$ cat src/rtl/mux_arbitro_rr.sv
// mux_arbitro_rr: round-robin scheduler for two requester lanes feeding a 2:1 mux.
// Each lane writes into its own FIFO. One non-empty lane is granted per cycle, and
// its head word is forwarded on a registered output together with a one-cycle valid pulse.
//
// Ports:
//   clk, reset_L            clock (rising edge), asynchronous active-low reset
//   valid_inN, data_inN     lane N write request and write data
//   ready_outN              lane N FIFO not full (combinational from registered count)
//   pausa                   downstream stall; no grants while high
//   selector                lane of the word currently on data_out
//   valid_out, data_out     forwarded word and its one-cycle valid pulse
//   contador0, contador1    per-lane grant counters, present only when ARB_CONTADORES_EN
//                           is defined
//
// Optional feature macro: ARB_CONTADORES_EN
module mux_arbitro_rr #(
  parameter int unsigned DATA_W     = 2,
  parameter int unsigned FIFO_DEPTH = 4,
  parameter int unsigned PTR_W      = 2
) (
  input  logic              clk,
  input  logic              reset_L,
  input  logic              valid_in0,
  input  logic [DATA_W-1:0] data_in0,
  output logic              ready_out0,
  input  logic              valid_in1,
  input  logic [DATA_W-1:0] data_in1,
  output logic              ready_out1,
  input  logic              pausa,
`ifdef ARB_CONTADORES_EN
  output logic [4:0]        contador0,
  output logic [4:0]        contador1,
`endif
  output logic              selector,
  output logic              valid_out,
  output logic [DATA_W-1:0] data_out
);

  localparam int unsigned CNT_W     = PTR_W + 1;
  localparam int unsigned NUM_LANES = 2;

  logic [DATA_W-1:0]    mem [NUM_LANES][FIFO_DEPTH];
  logic [PTR_W-1:0]     wr_ptr [NUM_LANES];
  logic [PTR_W-1:0]     rd_ptr [NUM_LANES];
  logic [CNT_W-1:0]     count  [NUM_LANES];
  logic                 last_grant;

  logic [NUM_LANES-1:0] wr_req_c;
  logic [NUM_LANES-1:0] ready_c;
  logic [NUM_LANES-1:0] eligible_c;
  logic [NUM_LANES-1:0] push_c;
  logic [NUM_LANES-1:0] pop_c;
  logic [DATA_W-1:0]    wr_data_c [NUM_LANES];
  logic                 grant_c;
  logic                 grant_lane_c;

  // Per-lane status and accepted writes
  always_comb begin
    wr_req_c     = {valid_in1, valid_in0};
    wr_data_c[0] = data_in0;
    wr_data_c[1] = data_in1;
    for (int i = 0; i < NUM_LANES; i++) begin
      ready_c[i]    = (count[i] != CNT_W'(FIFO_DEPTH));
      eligible_c[i] = (count[i] != '0);
      push_c[i]     = wr_req_c[i] & ready_c[i];
    end
  end

  // Round-robin pick: on a tie the lane that did not win last time is chosen
  always_comb begin
    grant_c      = ~pausa & (|eligible_c);
    grant_lane_c = (&eligible_c) ? ~last_grant : eligible_c[1];
    pop_c        = '0;
    if (grant_c) begin
      pop_c[grant_lane_c] = 1'b1;
    end
  end

  assign ready_out0 = ready_c[0];
  assign ready_out1 = ready_c[1];

  // FIFO storage; contents need no reset because empty is tracked by count
  always_ff @(posedge clk) begin
    for (int i = 0; i < NUM_LANES; i++) begin
      if (push_c[i]) begin
        mem[i][wr_ptr[i]] <= wr_data_c[i];
      end
    end
  end

  // FIFO pointers and occupancy; power-of-two depth lets the pointers wrap naturally
  always_ff @(posedge clk or negedge reset_L) begin
    if (!reset_L) begin
      for (int i = 0; i < NUM_LANES; i++) begin
        wr_ptr[i] <= '0;
        rd_ptr[i] <= '0;
        count[i]  <= '0;
      end
    end else begin
      for (int i = 0; i < NUM_LANES; i++) begin
        if (push_c[i]) begin
          wr_ptr[i] <= wr_ptr[i] + PTR_W'(1);
        end
        if (pop_c[i]) begin
          rd_ptr[i] <= rd_ptr[i] + PTR_W'(1);
        end
        case ({push_c[i], pop_c[i]})
          2'b10:   count[i] <= count[i] + CNT_W'(1);
          2'b01:   count[i] <= count[i] - CNT_W'(1);
          default: count[i] <= count[i];
        endcase
      end
    end
  end

  // Registered output stage; data_out and selector hold when nothing is granted
  always_ff @(posedge clk or negedge reset_L) begin
    if (!reset_L) begin
      valid_out  <= 1'b0;
      data_out   <= '0;
      selector   <= 1'b0;
      last_grant <= 1'b1;
    end else begin
      valid_out <= grant_c;
      if (grant_c) begin
        data_out   <= mem[grant_lane_c][rd_ptr[grant_lane_c]];
        selector   <= grant_lane_c;
        last_grant <= grant_lane_c;
      end
    end
  end

`ifdef ARB_CONTADORES_EN
  // Per-lane grant counters, wrapping at 32
  always_ff @(posedge clk or negedge reset_L) begin
    if (!reset_L) begin
      contador0 <= '0;
      contador1 <= '0;
    end else begin
      if (pop_c[0]) begin
        contador0 <= contador0 + 5'd1;
      end
      if (pop_c[1]) begin
        contador1 <= contador1 + 5'd1;
      end
    end
  end
`endif

endmodule

$ cat config.mk
export PLATFORM = sky130hd
export DESIGN_NAME = mux_arbitro_rr
export DESIGN_NICKNAME = d
export VERILOG_FILES = /design/src/rtl/mux_arbitro_rr.sv
export SDC_FILE = /design/constraint.sdc
export NUM_CORES = 1
export LEC_CHECK = 0
export ABC_AREA = 1
export CORE_MARGIN = 3
export CORE_UTILIZATION = 51
export DETAILED_ROUTE_END_ITERATION = 12
export GPL_ROUTABILITY_DRIVEN = 0
export PLACE_DENSITY = 0.74
export SLEW_MARGIN = 20
export SYNTH_ARGS = -nofsm -noshare
export SYNTH_HDL_FRONTEND = slang
export SYNTH_SLANG_ARGS = --single-unit
$ cat constraint.sdc
create_clock -name clk -period 2.3 [get_ports clk]
set_clock_uncertainty 0.1 [all_clocks]
set_input_delay 0.345 -clock clk [delete_from_list [all_inputs] [get_ports clk]]
set_output_delay 0.345 -clock clk [all_outputs]
set_load 0.005 [all_outputs]
==> run_results.csv, run 1 <==
group,metric,value,unit
logic_synthesis,synth_seq_cells,35,
sta,post-route-period-util,101,%
route,drc,0,
route,drt-wirelength-per-cell,11.8,um
route,drtPass1Iterations,4,
status,outcome,"complete, but fails checks",
power,seqPwrFrac,35.4,%
final_layout,final_cell_mix,"51 x nand2_1, 18 x dfrtp_1, 17 x inv_1",
sta,setup_violations,1,
final_layout,syn_to_final_growth,18.5,%
critical_path,cp_max_fo,3,
grt,grt_pass1_wl,5140,um
cts,h-tree-depth,2,
power,p_comb_share,53.1,%
cts,cts_sinks,35,
final_layout,multi_input_area,741,um2
floorplan,start_util,56.3,%
status,violations,"negative setup slack",
route,ant_nets,0,
grt,grt_pass1_vias,1207,
logic_synthesis,avgSynthCellArea,10.1,um2
critical_path,crit_slowest_cell,"dfrtp_1",
logic_synthesis,synth_warnings,0,
critical_path,cp.required,2.42,ns
cts,root_buffer,"clkbuf_4",
logic_synthesis,synth_fp_nets,199,
critical_path,crit_top_cell,"nor2_4",
cts,ctsHoldBuffers,0,
floorplan,rows,20,
logic_synthesis,synthXorXnorAreaFrac,4.38,%
logic_synthesis,synthMuxAreaShare,0.625,%
grt,grt_overflow,0,
critical_path,cp_cell_sequence,"nor2_2, nand2_2, nor2_4, nor2_4, inv_2, nor2_4, ha_1, fa_1, a21oi_1, o21ai_1, xor2_1",
power,power_frac_clock,11.4,%
sta,slew_viol_final,0,
final_layout,diodes,0,
final_layout,fin_nets,230,
sta,fmax,0.429,GHz
sta,setup_ws,-0.0290,ns
power,switchingPower,1.21,mW
grt,grt_max_degree,15,
logic_synthesis,synth_fa_ha_area_share,9.17,%
sta,finalSetupTns,-0.0290,ns
sta,hold_viol,0,
sta,timing.slew.headroom,58.6,%
grt,grt_antenna_before_repair,0,
critical_path,end_kind,"register",
critical_path,start_kind,"register",
grt,track_usage,16.1,%
logic_synthesis,ys_types,25,
power,ir_drop,0.708,mV
placement,post-place-ws,0.0161,ns
route,drt_wl_total,3000,um
logic_synthesis,synth_area,0.00180,mm2
logic_synthesis,ys_seq_area_share,53.1,%
cts,clk_transition_reported_paths,0.10,ns
floorplan,core,0.00320,mm2
power,p_int,1.72,mW
critical_path,criticalPathCategory,"reg -> reg",
sta,layout_min_cycle_time,2.33,ns
logic_synthesis,synth_top_family_by_area,"simple AND/OR/NAND/NOR gates",
cts,clk_latency,0.33,ns
logic_synthesis,synth_compound_area_share,2.43,%
route,viasPerCell,4.69,
logic_synthesis,syn_inst,178,
final_layout,fin_util,66.7,%
final_layout,drive_gt1_share,21.4,%
run,max_cap_viol_count,0,
cts,clk_path_buf_depth,2,
placement,portBuffers,14,
min_path,min_path_type,"in -> async",
critical_path,slowest_delay,0.43,ns
floorplan,dieArea,0.00428,mm2
cts,cts_tree,"built",
placement,dp_hpwl,2290,um
power,swShare,41.3,%
logic_synthesis,synthSimpleGateAreaFrac,23.0,%
power,p_per_area,1370,mW/mm2
final_layout,mostFrequentLayoutCell,"nand2_1",
floorplan,die_w,65.4,um
power,leakagePower,1.00,nW
final_layout,regArea,957,um2
sta,worstMarginPinSlew,0.618,ns
route,vias,1190,
critical_path,arrival,2.45,ns
cts,cts-buffers-inserted,5,
final_layout,nFillCells,262,
floorplan,ioPinCount,15,
floorplan,die_y,65.4,um
route,drtIter0Drc,43,
[area by class of cell]
| type | count | share of cell area [%] |
|---|---|---|
| clock buffer | 7 | 2.58 |
| sequential | 35 | 44.8 |
| timing repair buffer | 27 | 11.1 |
| inverter | 23 | 4.04 |
| clock inverter | 1 | 0.176 |
| multi-input combinational | 117 | 34.7 |
| tap | 44 | 2.58 |
[registers in the layout (all words and copies together), names as in the netlist]
register	cells
mem	16
count	6
wr_ptr	4
data_out	2
rd_ptr	4
selector	1
last_grant	1
valid_out	1
[kinds of logic after synthesis]
kind of cell,after synthesis
adder cells (fa/ha/maj),12
flip-flops,35
AND/OR/NAND/NOR,87
buffers and inverters,26
multiplexers,1
AO/OA/AOI/OAI,8
XOR/XNOR,9
[repair_timing]
| item | CTS | global route |
|---|---|---|
| resized for setup | 0 | 10 |
| endpoints found under the setup margin | 0 | 3 |
| buffers inserted | 0 | 3 |
[critical path: cells and delay by family (launching register included)]
kind / cells / cell delay (ns)
compound gates: 2 / 0.33
xor+xnor: 1 / 0.16
fa+ha+maj: 2 / 0.65
buf+inv: 1 / 0.07
flops: 1 / 0.43
simple gates: 5 / 0.47
[synth_stat cells, drive strengths merged]
library cell / n / area, um2
nor2: 17 / 81.3
xnor2: 3 / 26.3
dfstp: 1 / 26.3
dfrtp: 18 / 450
edfxtp: 16 / 480
mux2: 1 / 11.3
xor2: 6 / 52.6
o21ai: 4 / 23.8
fa: 2 / 40.0
ha: 10 / 125
buf: 2 / 31.3
nand3: 11 / 65.1
inv: 23 / 86.3
a21oi: 4 / 20.0
nand3b: 1 / 20.0
nand2: 58 / 248
clkbuf: 1 / 13.8
[power by group through the flow]
stage          logic, mW  clock network (mW)  registers (mW)
2_1_floorplan       1.13                   0            1.03
3_3_place_gp        1.37                   0            1.04
3_5_place_dp        1.44                   0            1.06
4_1_cts             1.45               0.343            1.04
5_1_grt             1.77               0.375            1.06
6_report            1.56               0.335            1.04
[final timing paths]
check	slack, ns	start	end	depth (start not counted)
max in group asynchronous	1.28	reset_L	rd_ptr[3]	2
worst min-delay path	0.29	reset_L	count[5]	1
worst min register to register	0.38	selector	selector	2
worst max register to register	-0.03	count[3]	count[5]	11
worst max-delay path	-0.03	count[3]	count[5]	11
min in group clk	0.38	selector	selector	2
[metrics by stage]
step                cell area [um2]  total power, mW  cells  hold WS [ns]
floorplan                      1800             2.15    178       -0.0506
global placement               2030             2.41    243         0.354
detailed placement             2030             2.49    243         0.362
CTS                            2090             2.84    251         0.303
global route                   2140             3.20    254         0.320
finish                         2140             2.93    254         0.292
[layer usage]
metal / GRT usage, % / part of all wire [%] / vias up
li1: - / - / 614
met1: 19.4 / 46 / 555
met2: 26.2 / 49 / 17
met3: 5.98 / 3.6 / 4
met4: 5.96 / 1.3 / 0
met5: 0 / 0 / -
Power figures use the tool's default switching activity.
==> run 2, diff against run 1 <==
--- a/constraint.sdc
+++ b/constraint.sdc
@@ -4,2 +4,2 @@
 set_output_delay 0.345 -clock clk [all_outputs]
-set_load 0.005 [all_outputs]
+set_load 0.1 [all_outputs]
==> run_results.csv, run 2 (synthesis results as in run 1) <==
group,metric,value,unit
grt,grt_overflow,0,
cts,clk_path_buf_depth,2,
status,outcome,"finished clean",
critical_path,end_kind,"register",
route,vias,1224,
sta,slew_viol_final,0,
floorplan,die_w,65.4,um
sta,setup_violations,0,
sta,post-route-period-util,95.4,%
final_layout,final_cell_mix,"51 x nand2_1, 20 x buf_4, 18 x inv_1",
route,drtPass1Iterations,4,
grt,track_usage,16.4,%
min_path,min_path_type,"in -> async",
grt,grt_antenna_before_repair,0,
route,drt_wl_total,3140,um
critical_path,criticalPathCategory,"reg -> reg",
route,dr_wl_met2,1600,um
critical_path,r2r_start,"count[0]",
final_layout,nFillCells,264,
grt,grt_pass1_wl,5380,um
floorplan,start_util,56.3,%
route,drc,0,
route,drt-wirelength-per-cell,12.3,um
sta,worstMarginPinSlew,0.279,ns
critical_path,reg2reg_to,"count[5]",
placement,place_area,0.00204,mm2
critical_path,start_kind,"register",
route,drtIter0Drc,62,
cts,h-tree-depth,2,
critical_path,cp_max_fo,3,
final_layout,syn_to_final_growth,20.1,%
run,max_cap_viol_count,0,
route,highest_layer,"met4",
sta,timing.slew.headroom,81.6,%
final_layout,drive_gt1_share,25.1,%
grt,grt_pass1_vias,1233,
final_layout,fin_nets,231,
sta,layout_min_cycle_time,2.19,ns
sta,hold_viol,0,
critical_path,reg2regPathDepth,11,
floorplan,rows,20,
floorplan,die_y,65.4,um
cts,cts_sinks,35,
route,viasPerCell,4.80,
floorplan,ioPinCount,15,
cts,clk_latency,0.34,ns
sta,fmax,0.456,GHz
final_layout,largest_register_ff_count,16,
critical_path,arrival,2.32,ns
final_layout,final_area,0.00216,mm2
floorplan,dieArea,0.00428,mm2
route,ant_nets,0,
cts,clk_transition_reported_paths,0.11,ns
placement,portBuffers,14,
cts,cts_tree,"built",
final_layout,finalNonFillerCells,255,
cts,cts-buffers-inserted,5,
critical_path,r2r_setup_slack,0.11,ns
final_layout,mostFrequentLayoutCell,"nand2_1",
critical_path,cp.required,2.43,ns
grt,grt_max_degree,20,
route,met3WireLength,118,um
placement,dp_hpwl,2400,um
placement,placedCellCount,244,
cts,root_buffer,"clkbuf_4",
final_layout,diodes,0,
floorplan,core,0.00320,mm2
route,wl_met1,1380,um
==> run 2: cell types whose count changed in the layout (fill, tap and decap cells not counted), moves of 2 or more <==
cell	change
clkdlybuf4s50_1	-6
nand2_2	-2
nand2_4	+2
buf_4	+7
==> run 2: repair_timing <==
| item | in CTS | in global routing |
|---|---|---|
| pin swaps | 0 | 1 |
| setup buffers | 0 | 3 |
| setup endpoints to repair | 2 | 3 |
| hold buffers | 0 | 0 |
| gates resized for setup | 2 | 7 |
==> run 2: final cells by class <==
class	instances	area, um2	share of cell area [%]
clock buffers	8	68.8	3.18
inverters	23	86.3	3.99
multi-input cells	117	764	35.3
flip-flops and latches	35	958	44.3
well taps	44	55.1	2.54
repair buffers	28	230	10.6
==> run 2: critical path: stages, from the launching register on <==
cell     delay [ns]
dfrtp_1        0.42
inv_2          0.13
nand3_4        0.11
nor2_4         0.12
nor2_4         0.05
inv_2          0.07
nor2_4         0.04
ha_1           0.22
fa_1           0.43
a21oi_2        0.15
o21ai_0        0.10
xor2_1         0.15
==> run 2: worst max-delay path by stage <==
stage,from,end,cells after the start
finish,count[0],count[5],11
global placement,pausa,count[2],10
CTS,count[4],count[2],13
floorplan,count[4],count[2],14
detailed placement,pausa,count[2],10
global route,count[5],count[2],13
==> run 2: per-layer routing <==
layer,track usage [%],up-vias
li1,-,620
met1,21.5,577
met2,27.4,23
met3,3.76,4
met4,4.66,0
met5,0,-
==> run 2: stage by stage <==
stage	utilization, %	TNS (ns)	hold WS, ns	setup WS [ns]
floorplan	-	0	-0.0506	0.00533
global placement	63.7	0	0.357	0.0401
detailed placement	63.7	-0.0546	0.370	-0.0429
CTS	66.1	0	0.250	0.00704
global route	67.5	-0.0765	0.259	-0.0413
finish	67.5	0	0.246	0.106
Power of run 2 is not shown: default switching activity piles up to over one toggle a cycle in this logic, so the estimate is an artifact.
